--- src/rtl/debug_pkg.sv ---
// Shared state encoding and defaults for the debug TX framer.
// The checksum states exist only when DEBUG_TX_CHECKSUM_EN is defined.
package debug_pkg;

    localparam logic [7:0] DEFAULT_HEADER    = 8'hA5;
    localparam int         DEFAULT_NUM_WORDS = 40;

    typedef enum logic [3:0] {
        ST_IDLE       = 4'd0,
        ST_HDR        = 4'd1,
        ST_HDR_WAIT   = 4'd2,
        ST_FETCH      = 4'd3,
        ST_LOAD       = 4'd4,
        ST_SEND       = 4'd5,
        ST_WAIT       = 4'd6,
`ifdef DEBUG_TX_CHECKSUM_EN
        ST_CKSUM      = 4'd7,
        ST_CKSUM_WAIT = 4'd8,
`endif
        ST_DONE       = 4'd9
    } state_t;

endpackage

--- src/rtl/byte_shifter.sv ---
// 32-bit word holder that presents its top byte and shifts left by one byte
// per request; last_byte marks the fourth byte of the loaded word.
module byte_shifter (
    input  logic        clk,
    input  logic        reset,
    input  logic        load,
    input  logic        shift,
    input  logic [31:0] din,
    output logic [7:0]  byte_out,
    output logic        last_byte
);

    logic [31:0] shift_reg;
    logic [1:0]  idx_reg;

    always_ff @(posedge clk or negedge reset) begin
        if (!reset) begin
            shift_reg <= '0;
            idx_reg   <= '0;
        end else if (load) begin
            shift_reg <= din;
            idx_reg   <= 2'd0;
        end else if (shift) begin
            shift_reg <= {shift_reg[23:0], 8'h00};
            idx_reg   <= idx_reg + 2'd1;
        end
    end

    assign byte_out  = shift_reg[31:24];
    assign last_byte = (idx_reg == 2'd3);

endmodule

--- src/rtl/debug_tx_framer.sv ---
// Frames a snapshot of debug words as header + MSB-first word bytes for the UART TX,
// one byte outstanding at a time. DEBUG_TX_CHECKSUM_EN appends an XOR checksum byte.
module debug_tx_framer
    import debug_pkg::*;
#(
    parameter int         NUM_WORDS = DEFAULT_NUM_WORDS,
    parameter logic [7:0] HEADER    = DEFAULT_HEADER,
    parameter int         ADDR_W    = 8
) (
    input  logic              clk,
    input  logic              reset,
    input  logic              start,
    output logic [ADDR_W-1:0] word_addr,
    input  logic [31:0]       word_data,
    output logic [7:0]        tx_data,
    output logic              tx_start,
    input  logic              tx_done,
    output logic              idle,
    output logic              sentFlag,
    output logic [7:0]        sendCounter
);

    localparam logic [ADDR_W-1:0] LAST_WORD = ADDR_W'(NUM_WORDS - 1);

    state_t            state_reg, state_next;
    logic [ADDR_W-1:0] word_idx_reg;
    logic [7:0]        count_reg;
    logic              sent_reg;
    logic [7:0]        shift_byte;
    logic              last_byte;
    logic              load;
    logic              shift;
    logic              last_word;
    logic              frame_begin;

    assign last_word   = (word_idx_reg == LAST_WORD);
    assign frame_begin = (state_reg == ST_IDLE) && start;

    byte_shifter u_shifter (
        .clk       (clk),
        .reset     (reset),
        .load      (load),
        .shift     (shift),
        .din       (word_data),
        .byte_out  (shift_byte),
        .last_byte (last_byte)
    );

`ifdef DEBUG_TX_CHECKSUM_EN
    logic [7:0] cksum_reg;

    always_ff @(posedge clk or negedge reset) begin
        if (!reset)
            cksum_reg <= '0;
        else if (frame_begin)
            cksum_reg <= '0;
        else if (tx_start)
            cksum_reg <= cksum_reg ^ tx_data;
    end
`endif

    always_ff @(posedge clk or negedge reset) begin
        if (!reset)
            state_reg <= ST_IDLE;
        else
            state_reg <= state_next;
    end

    always_comb begin
        state_next = state_reg;
        case (state_reg)
            ST_IDLE:     if (start) state_next = ST_HDR;
            ST_HDR:      state_next = ST_HDR_WAIT;
            ST_HDR_WAIT: if (tx_done) state_next = ST_FETCH;
            ST_FETCH:    state_next = ST_LOAD;
            ST_LOAD:     state_next = ST_SEND;
            ST_SEND:     state_next = ST_WAIT;
            ST_WAIT: begin
                if (tx_done) begin
                    if (!last_byte)
                        state_next = ST_SEND;
                    else if (!last_word)
                        state_next = ST_FETCH;
                    else
`ifdef DEBUG_TX_CHECKSUM_EN
                        state_next = ST_CKSUM;
`else
                        state_next = ST_DONE;
`endif
                end
            end
`ifdef DEBUG_TX_CHECKSUM_EN
            ST_CKSUM:      state_next = ST_CKSUM_WAIT;
            ST_CKSUM_WAIT: if (tx_done) state_next = ST_DONE;
`endif
            ST_DONE:     state_next = ST_IDLE;
            default:     state_next = ST_IDLE;
        endcase
    end

    always_comb begin
        tx_start = 1'b0;
        tx_data  = 8'h00;
        load     = 1'b0;
        shift    = 1'b0;
        case (state_reg)
            ST_HDR: begin
                tx_start = 1'b1;
                tx_data  = HEADER;
            end
            ST_LOAD: load = 1'b1;
            ST_SEND: begin
                tx_start = 1'b1;
                tx_data  = shift_byte;
            end
            ST_WAIT: shift = tx_done && !last_byte;
`ifdef DEBUG_TX_CHECKSUM_EN
            ST_CKSUM: begin
                tx_start = 1'b1;
                tx_data  = cksum_reg;
            end
`endif
            default: ;
        endcase
    end

    // Word index holds through the whole word so the read port stays addressed; cleared on leaving DONE.
    always_ff @(posedge clk or negedge reset) begin
        if (!reset) begin
            word_idx_reg <= '0;
            count_reg    <= '0;
            sent_reg     <= 1'b0;
        end else begin
            if (frame_begin) begin
                count_reg <= '0;
                sent_reg  <= 1'b0;
            end else if (tx_start) begin
                count_reg <= count_reg + 8'd1;
            end
            if (frame_begin || state_reg == ST_DONE)
                word_idx_reg <= '0;
            else if (state_reg == ST_WAIT && tx_done && last_byte && !last_word)
                word_idx_reg <= word_idx_reg + 1'b1;
            if (state_next == ST_DONE)
                sent_reg <= 1'b1;
        end
    end

    assign word_addr   = word_idx_reg;
    assign idle        = (state_reg == ST_IDLE);
    assign sentFlag    = sent_reg;
    assign sendCounter = count_reg;

endmodule

--- config.mk ---
export PLATFORM = sky130hd
export DESIGN_NAME = debug_tx_framer
export DESIGN_NICKNAME = d
export VERILOG_FILES = /design/src/rtl/debug_pkg.sv /design/src/rtl/byte_shifter.sv /design/src/rtl/debug_tx_framer.sv
export SDC_FILE = /design/constraint.sdc
export NUM_CORES = 1
export LEC_CHECK = 0
export CAP_MARGIN = 0
export CORE_UTILIZATION = 30
export CTS_CLUSTER_SIZE = 20
export DETAILED_ROUTE_END_ITERATION = 8
export PLACE_DENSITY = 0.56
export SLEW_MARGIN = 20
export SYNTH_ARGS = -nofsm -noshare
export SYNTH_HDL_FRONTEND = slang
export SYNTH_SLANG_ARGS = --single-unit
--- constraint.sdc ---
create_clock -name clk -period 2.25 [get_ports clk]
set_clock_uncertainty 0.05 [all_clocks]
set_input_delay 0.45 -clock clk [delete_from_list [all_inputs] [get_ports clk]]
set_output_delay 0.45 -clock clk [all_outputs]
set_load 0.005 [all_outputs]
==> results of run 1 <==
==> how the worst max path moves through the flow <==
stage | to | slack, ns | cells past startpoint
after floorplan | word_addr[4] | 0.58 | 5
after global placement | word_addr[4] | 0.13 | 5
after detailed placement | tx_data[2] | 0.10 | 3
after CTS | tx_data[7] | 0.01 | 4
after global routing | tx_data[1] | 0.01 | 5
final | tx_data[5] | 0.08 | 4
==> power groups by stage <==
stage | Clock, mW | Combinational (mW) | Sequential, mW
2_1_floorplan | 0 | 1.01 | 1.54
5_1_grt | 0.647 | 1.75 | 1.63
3_5_place_dp | 0 | 1.49 | 1.59
3_3_place_gp | 0 | 1.45 | 1.58
4_1_cts | 0.610 | 1.54 | 1.58
6_report | 0.583 | 1.54 | 1.57
==> cell families after synthesis <==
group / Yosys count / share of synthesized area [%]
AO/OA/AOI/OAI: 54 / 10.56
XOR/XNOR: 10 / 3.185
adder cells (fa/ha/maj): 3 / 1.365
buffers and inverters: 28 / 6.551
flip-flops: 55 / 50.05
multiplexers: 27 / 9.827
AND/OR/NAND/NOR: 100 / 18.47
==> per-stage QoR <==
stage                     area, µm²  instances
after floorplan                2750        277
after global placement         3480        441
after detailed placement       3480        441
after CTS                      3622        452
after global routing           3638        455
final                          3638        455
==> routing by layer <==
metal	vias to the layer above	GRT usage [%]	wire length, µm
met4	0	3.147	49
li1	1084	-	-
met3	5	2.649	246
met1	1019	17.29	2854
met5	-	0	0
met2	53	22.04	2861
==> cells in the mapped netlist (all sizes together) <==
library cell	n	share of area (%)
clkbuf	3	0.41
nand4	7	1.6
nor4	2	1.0
clkinv	1	0.14
or4	1	0.27
a211oi	3	0.82
inv	9	1.2
dfrtp	55	50
a211o	1	0.32
mux2i	27	9.8
o21bai	1	0.27
or3b	2	0.64
nor3	1	0.18
nor3b	1	0.45
nor2	15	2.1
ha	3	1.4
nor4bb	2	0.73
and2	6	1.4
nand3	3	0.55
a21oi	9	1.6
buf	15	4.8
o22ai	1	0.23
o211ai	1	0.27
and4	2	0.64
nand3b	2	0.68
xnor2	3	0.96
o31ai	1	0.27
or4b	1	0.36
o21ai	37	6.7
and3	2	0.45
nor4b	1	0.32
nand2	52	7.1
xor2	7	2.2
==> area by class of cell <==
class | instances | share of cell area (%)
Clock buffer | 5 | 1.891
Clock inverter | 3 | 0.7565
Inverter | 10 | 1.066
Multi-Input combinational cell | 194 | 33.84
Sequential cell | 55 | 37.83
Tap cell | 108 | 3.714
Timing Repair Buffer | 80 | 20.91
==> cell usage in the layout, fill, tap and decap left out, types with 5 or more instances in the layout <==
cell type | Yosys | final
dfrtp_1 | 55 | 55
nand2_1 | 52 | 52
nand4_1 | 7 | 7
clkdlybuf4s50_1 | 0 | 51
inv_1 | 9 | 9
and2_1 | 6 | 6
clkbuf_8 | 0 | 5
dlygate4sd2_1 | 0 | 7
a21oi_1 | 9 | 7
o21ai_1 | 15 | 15
buf_4 | 5 | 15
xor2_1 | 7 | 7
o21ai_0 | 22 | 22
nor2_1 | 14 | 14
mux2i_1 | 27 | 27
==> worst max-delay path: cells and delay by family (launching register included) <==
kind | cells | cell delay [ns]
buffers and inverters | 2 | 0.39
DFF | 1 | 0.44
and+or+nand+nor | 1 | 0.44
AOI/OAI and AO/OA | 1 | 0.09
==> repair_timing <==
action,in CTS,in global routing
buffers inserted,3,3
pin swaps,1,2
gates resized for setup,18,5
hold buffers,0,0
setup endpoints to repair,10,4
cloned,0,0
==> summary.md, run 1 <==
| Metric | Value |
|---|---|
| Status | `finished with violations` |
| Failing checks | `DRC` |
| #FFs+latches synth | `55` |
| Sequential cell area fraction in the yosys report | `50.05%` |
| Seq pwr share | `42.6%` |
| Psw | `1.348 mW` |
| Flop2flop setup slack | `0.23 ns` |
| Via density | `4.749` |
| Leakage dissipation | `1.710 nW` |
| CTS tree | `done` |
| Layout cells sized above 1 | `11.82%` |
| Slack of the critical path | `0.08035 ns` |
| Vias in the first global route | `2141` |
| Total Wirelength | `6.013 mm` |
| Max-slew violations | `0` |
| Io pins | `63` |
| Worst-path cell chain | `or3b_4 -> buf_4 -> a21oi_2 -> dlygate4sd2_1` |
| Setup Viol. Count Final | `0` |
| Overall global routing resource usage | `13.08%` |
| CP Max Fanout | `3` |
| Logic pwr share | `41.7%` |
| Routed len/inst | `13.22 µm` |
| Clk network pwr share | `15.7%` |
| Internal Power | `2.352 mW` |
| CP Launch Type | `flop` |
| Routability Congestion | `0.7346` |
| Endpoints failing hold | `0` |
| Largest net degree at the start of global routing | `67` |
| Post-route setup TNS | `0 ns` |
| Max reg flops | `32` |
| Port buffer count | `62` |
| Dpl hpwl | `4.077 mm` |
| N_diodes | `0` |
| Initial cell density of the core | `31.23%` |
| Worst slack, placed | `0.1013 ns` |
| Cell Pwr Density | `1017 mW/mm²` |
| Post-Syn Area | `0.002750 mm²` |
| Worst VDD drop | `449.4 µV` |
| Die area | `0.009554 mm²` |
| Antenna Nets Post-Route | `0` |
| CTS clock-pin slew for the worst setup and hold paths | `0.11 ns` |
| Final #Nets | `385` |
| Final core occ | `41.32%` |
| First-pass GRT wire length | `10.22 mm` |
| CP max-delay cell | `dfrtp_1` |
| FF-to-FF End | `word_addr[1]` |
| Syn_area_per_cell | `9.928 µm²` |
| RSZ-0062 raised after global routing | `false` |
| Period utilization | `96.43%` |
| Multi-input gate area | `0.001231 mm²` |
| Die W | `97.75 µm` |
| Die Height | `97.75 µm` |
| Syn nets | `316` |
| CTS sink count | `55` |
| Rel. slew slack | `52.68%` |
| Yosys Warn Count | `0` |
| Reg2Reg Depth | `7` |
| Fmax | `0.4609 GHz` |
| CP arrival | `1.67 ns` |
| Mapped Cells | `277` |
| Fill cell count | `888` |
| Clk_lat worst skew | `0.31 ns` |
| Reg area | `0.001376 mm²` |
| Clock tree buffer depth | `2` |
| Pre-Repair DR Iteration Count | `6` |
| Crit path required time | `1.75 ns` |
| Least-Margin Pin Slew | `0.7098 ns` |
| Sw frac | `36.44%` |
| DRT iter0 DRCs | `55` |
| Initial antenna violation count | `0` |
| CP peak stage delay | `0.44 ns` |
| Min-Delay Path Class | `primary input to asynchronous set/reset pin` |
| Core Region | `0.008806 mm²` |
| Final hold slack | `0.2034 ns` |
| CP endpoint kind | `output port` |
| Root Buffer | `clkbuf_8` |
| FP Rows | `34` |
| Area grow syn2layout | `32.30%` |
| Total vias in the final route | `2161` |
| Critical R2R Launch | `state_reg[0]` |
| Final Power | `3.700 mW` |
| Inserted Clock Buffers | `5` |
| Crit path launch | `state_reg[1]` |
| MaxCap Viol Count | `0` |
| Netlist cell types | `40` |
| H-tree Lvls | `2` |
| Gr ovfl total | `0` |
| Crit path kind | `flop to output port` |
| Drt drc | `2` |
| Minimum clock period | `2.170 ns` |
Note: power is estimated with default switching activity, not from simulation.
==> run 2: changes to the inputs <==
--- a/config.mk
+++ b/config.mk
@@ -10,6 +10,7 @@
 export CTS_CLUSTER_SIZE = 20
 export DETAILED_ROUTE_END_ITERATION = 8
 export PLACE_DENSITY = 0.56
+export SETUP_SLACK_MARGIN = 0.1
 export SLEW_MARGIN = 20
 export SYNTH_ARGS = -nofsm -noshare
 export SYNTH_HDL_FRONTEND = slang
==> run 2 against run 1 <==
- the run still ends with DRC left
- flip-flop and latch count did not move
- sequential power barely moved
- setup slack improved by 0.085 ns
- critical path type unchanged
==> summary.md, run 2 (synthesis results as in run 1) <==
| Metric | Value |
|---|---|
| Max-slew violations | `0` |
| Routability Congestion | `0.7346` |
| Die W | `97.75 µm` |
| Io pins | `63` |
| Antenna Nets Post-Route | `0` |
| Cts hold-fix bufs | `0` |
| Pre-Repair DR Iteration Count | `8` |
| N_diodes | `0` |
| Crit path required time | `1.75 ns` |
| Fin cells | `453` |
| Fmax | `0.4796 GHz` |
| Setup Viol. Count Final | `0` |
| CTS tree | `done` |
| Vias in the first global route | `2150` |
| Area grow syn2layout | `31.98%` |
| Worst slack, placed | `0.1013 ns` |
| H-tree Lvls | `2` |
| Clk_lat worst skew | `0.31 ns` |
| Dpl hpwl | `4.077 mm` |
| CTS clock-pin slew for the worst setup and hold paths | `0.11 ns` |
| Fill cell count | `891` |
| Worst path bufs/invs | `2` |
| Overall global routing resource usage | `13.07%` |
| CP endpoint kind | `output port` |
| Root Buffer | `clkbuf_8` |
| Crit path kind | `flop to output port` |
| Max reg flops | `32` |
| Clock tree buffer depth | `2` |
| DRT iter0 DRCs | `59` |
| Slack of the critical path | `0.1651 ns` |
| Drt drc | `2` |
| Rel. slew slack | `52.63%` |
| Port buffer count | `62` |
| Commonest non-fill, non-tap cells in the layout | `dfrtp_1 (55), nand2_1 (52), clkdlybuf4s50_1 (51), mux2i_1 (27), o21ai_0 (22)` |
| Failing checks | `DRC` |
| RSZ-0062 raised after global routing | `true` |
| Post-route setup TNS | `0 ns` |
| CP max-delay cell | `or3b_4` |
| MaxCap Viol Count | `0` |
| Endpoints failing hold | `0` |
| Commonest non-fill, non-tap cell in the layout | `dfrtp_1` |
| Top delay family on crit path | `simple AND/OR/NAND/NOR gates` |
| Largest net degree at the start of global routing | `67` |
| Initial antenna violation count | `0` |
| Final Cell Area | `0.003630 mm²` |
| Total Wirelength | `6.007 mm` |
| Worst VDD drop | `452.6 µV` |
| Die Height | `97.75 µm` |
| Post-DP Area | `0.003480 mm²` |
| Initial cell density of the core | `31.23%` |
| Layout cells sized above 1 | `12.75%` |
| CP Max Fanout | `5` |
| Cell Pwr Density | `1020 mW/mm²` |
| First-pass GRT wire length | `10.21 mm` |
| Worst-path cell chain | `or3b_4 -> buf_6 -> a21oi_2 -> buf_2` |
| Status | `finished with violations` |
| CP Launch Type | `flop` |
| Least-Margin Pin Slew | `0.7105 ns` |
| Dpl cells | `441` |
| Final #Nets | `383` |
| Minimum clock period | `2.085 ns` |
| Total vias in the final route | `2147` |
| Period utilization | `92.66%` |
| Leakage dissipation | `1.700 nW` |
| Die area | `0.009554 mm²` |
| Via density | `4.740` |
| Min-Delay Path Class | `primary input to asynchronous set/reset pin` |
| Routed len/inst | `13.26 µm` |
| Gr ovfl total | `0` |
| FP Rows | `34` |
| CP arrival | `1.58 ns` |
| Final hold slack | `0.2039 ns` |
| CP peak stage delay | `0.47 ns` |
| CTS sink count | `55` |
| Inserted Clock Buffers | `5` |
| Core Region | `0.008806 mm²` |
==> run 2: changes by cell type in the layout (fill, tap and decap cells not counted), sizes merged <==
cell         before  now
dlygate4sd2       7    5
buf              19   21
clkbuf            7    5
==> run 2: final timing paths <==
check,startpoint,to,slack (ns),cells past startpoint
max,state_reg[1],tx_data[5],0.17,4
min,reset,u_shifter.shift_reg[3],0.20,2
max reg2reg,state_reg[0],word_addr[1],0.23,7
min reg2reg,sentFlag,sentFlag,0.48,2
max in group asynchronous,reset,sentFlag,1.47,2
min in group clk,sentFlag,sentFlag,0.48,2
==> run 2: repair_timing <==
action | in CTS | in global routing
resized for setup | 30 | 5
endpoints found under the hold margin | 0 | 0
buffers inserted | 3 | 1
pin swaps | 1 | 2
setup endpoints to repair | 10 | 6
==> run 2: where the power goes <==
group | leakage, nW | total (mW) | switching [mW] | internal, mW
combinational | 0.941 | 1.54 | 0.774 | 0.771
clock | 0.0463 | 0.582 | 0.353 | 0.230
sequential | 0.712 | 1.57 | 0.230 | 1.35
total | 1.70 | 3.70 | 1.36 | 2.35
==> run 2: final cells by class <==
cell class	count	area, µm²	area share (%)
Tap cell	108	135.1	3.723
Inverter	10	38.79	1.069
Multi-Input combinational cell	194	1241	34.20
Clock buffer	5	68.82	1.896
Timing Repair Buffer	78	742.0	20.44
Sequential cell	55	1376	37.92
Clock inverter	3	27.53	0.7584
==> run 2: metrics by stage <==
stage | total power [mW] | utilization [%]
CTS | 3.724 | 41.08
floorplan | 2.542 | -
finish | 3.702 | 41.22
global placement | 3.028 | 39.51
global route | 4.025 | 41.22
detailed placement | 3.079 | 39.51
==> run 2: worst register-to-register path, delay by kind of cell, from the launching register on <==
kind            cells  cell delay (ns)
mux                 1             0.26
simple gates        2             0.38
compound gates      1             0.35
buf+inv             3             0.48
flops               1             0.41
==> run 2: layer usage <==
metal	part of all wire (%)	track usage, %	wire length (µm)
met2	48	22.31	2884
met3	3.8	2.649	230
met1	47	17.02	2842
met5	0	0	0
met4	0.82	3.147	49
==> run 3: changes to the inputs <==
==> constraint.sdc (replaced) <==
create_clock -name clk -period 2.25 [get_ports clk]
set_clock_uncertainty 0.05 [all_clocks]
set_input_delay 0.45 -clock clk [delete_from_list [all_inputs] [get_ports clk]]
set_output_delay 0.45 -clock clk [all_outputs]
set_load 0.02 [all_outputs]
==> run 3 against run 2 <==
- flip-flop and latch count did not move
- final cell count fell by 0.66%
- maximum frequency rose by 0.16%
- sequential share of layout area rose by 0.12 points
- register-to-register slack improved by 0.02 ns
- critical path depth fell by 1
- via count fell by 1.7%
- sequential power barely moved
- setup slack improved by 0.0034 ns
- worst hold slack got worse by 0.13 ns
- the run still ends with DRC left
- utilization fell by 0.13 points
==> summary.md, run 3 (synthesis results as in run 1) <==
| Metric | Value |
|---|---|
| Min-Delay Path Class | `primary input to asynchronous set/reset pin` |
| Least-Margin Pin Slew | `0.3671 ns` |
| Period utilization | `92.51%` |
| CTS tree | `done` |
| MaxCap Viol Count | `0` |
| Die Height | `97.75 µm` |
| Initial antenna violation count | `0` |
| Pre-Repair DR Iteration Count | `6` |
| FP Rows | `34` |
| Fill cell count | `868` |
| Final core occ | `41.09%` |
| Status | `finished with violations` |
| Overall global routing resource usage | `12.75%` |
| Area grow syn2layout | `31.57%` |
| Port buffer count | `62` |
| Initial cell density of the core | `31.23%` |
| RSZ-0062 raised after global routing | `true` |
| Minimum clock period | `2.082 ns` |
| Endpoints failing hold | `0` |
| Post-DP Area | `0.003485 mm²` |
| Clk_lat worst skew | `0.31 ns` |
| CP Max Fanout | `7` |
| Drt drc | `2` |
| First-pass GRT wire length | `9.901 mm` |
| Crit path kind | `flop to output port` |
| Largest net degree at the start of global routing | `67` |
| Internal Power | `2.303 mW` |
| Worst slack, placed | `0.008915 ns` |
| N_diodes | `0` |
| Leakage dissipation | `1.689 nW` |
| Fin cells | `450` |
| Die W | `97.75 µm` |
| Vias in the first global route | `2143` |
| Final #Nets | `380` |
| Post-route setup TNS | `0 ns` |
| Fmax | `0.4804 GHz` |
| Total vias in the final route | `2110` |
| Psw | `1.425 mW` |
| Dpl hpwl | `3.930 mm` |
| Cts hold-fix bufs | `0` |
| Routability Congestion | `0.7412` |
| Seq pwr share | `42.2%` |
| Io pins | `63` |
| Layout cells sized above 1 | `12.87%` |
| Core Region | `0.008806 mm²` |
| H-tree Lvls | `2` |
| Die area | `0.009554 mm²` |
| Via density | `4.689` |
| Worst VDD drop | `417.9 µV` |
| CP endpoint kind | `output port` |
| Max reg flops | `32` |
| Total Wirelength | `5.689 mm` |
| CTS clock-pin slew for the worst setup and hold paths | `0.11 ns` |
| Final Cell Area | `0.003618 mm²` |
| CP Launch Type | `flop` |
| Logic pwr share | `42.4%` |
| CP arrival | `1.58 ns` |
| DRT iter0 DRCs | `51` |
| Inserted Clock Buffers | `5` |
| Crit path required time | `1.75 ns` |
| Commonest non-fill, non-tap cells in the layout | `dfrtp_1 (55), nand2_1 (52), clkdlybuf4s50_1 (51), mux2i_1 (27), o21ai_0 (22)` |
| Setup Viol. Count Final | `0` |
| Dpl cells | `440` |
| Root Buffer | `clkbuf_8` |
| Clk network pwr share | `15.4%` |
| Antenna Nets Post-Route | `0` |
| Max-slew violations | `0` |
| Slack of the critical path | `0.1684 ns` |
| Commonest non-fill, non-tap cell in the layout | `dfrtp_1` |
| Clock tree buffer depth | `2` |
| Cell Pwr Density | `1030 mW/mm²` |
| CTS sink count | `55` |
| Routed len/inst | `12.64 µm` |
| Gr ovfl total | `0` |
| Sw frac | `38.22%` |
| Rel. slew slack | `75.46%` |
| Failing checks | `DRC` |
run 3: cell types whose count changed in the layout (fill, tap and decap cells not counted), sizes merged:
cell,change
clkbuf,+1
clkdlybuf4s15,-1
clkinvlp,-1
dlygate4sd1,+1
dlygate4sd2,-4
inv,+1
run 3: routing by layer:
metal	track usage, %	vias to the layer above	part of all wire, %
met1	17.08	979	47
li1	-	1077	-
met3	2.291	5	4.0
met4	3.147	0	0.81
met2	21.39	49	48
met5	0	-	0
run 3: power by group through the flow:
| stage | Sequential, mW | Combinational [mW] | Clock [mW] |
|---|---|---|---|
| 2_1_floorplan | 1.58 | 1.08 | 0 |
| 3_3_place_gp | 1.58 | 1.58 | 0 |
| 3_5_place_dp | 1.59 | 1.61 | 0 |
| 4_1_cts | 1.57 | 1.59 | 0.604 |
| 5_1_grt | 1.63 | 1.79 | 0.636 |
| 6_report | 1.57 | 1.58 | 0.573 |
run 3: timing repair:
item	in CTS	in global routing
hold endpoints to repair	0	0
pin swaps	0	3
setup buffers	2	0
gates resized for setup	33	20
endpoints found under the setup margin	10	22
run 3: path summary, 6_finish.rpt:
path	start	to	slack, ns	depth (start not counted)
worst min-delay path	reset	u_shifter.shift_reg[3]	0.07	2
worst max-delay path	state_reg[3]	tx_start	0.17	3
max in group asynchronous	reset	state_reg[1]	1.83	2
min in group clk	sentFlag	sentFlag	0.48	2
worst max register to register	state_reg[3]	u_shifter.shift_reg[31]	0.25	9
worst min register to register	sentFlag	sentFlag	0.48	2
run 3: area by class of cell:
type,count,area [µm²],share of cell area (%)
inverters,10,37.54,1.037
flip-flops and latches,55,1376,38.04
clock inverters,3,26.28,0.7261
multi-input cells,194,1237,34.20
well taps,108,135.1,3.734
repair buffers,75,737.0,20.37
clock buffers,5,68.82,1.902
run 3: through the flow:
| step | power (mW) | hold slack (ns) |
|---|---|---|
| floorplan | 2.664 | 0.1044 |
| global placement | 3.158 | 0.4282 |
| detailed placement | 3.199 | 0.4261 |
| CTS | 3.764 | 0.07933 |
| global route | 4.058 | 0.08722 |
| finish | 3.728 | 0.07398 |
run 3: worst max-delay path: stages (launching register included):
cell and delay, ns:
dfrtp_1 0.41, or3b_4 0.46, clkinv_1 0.07, dlygate4sd2_1 0.33
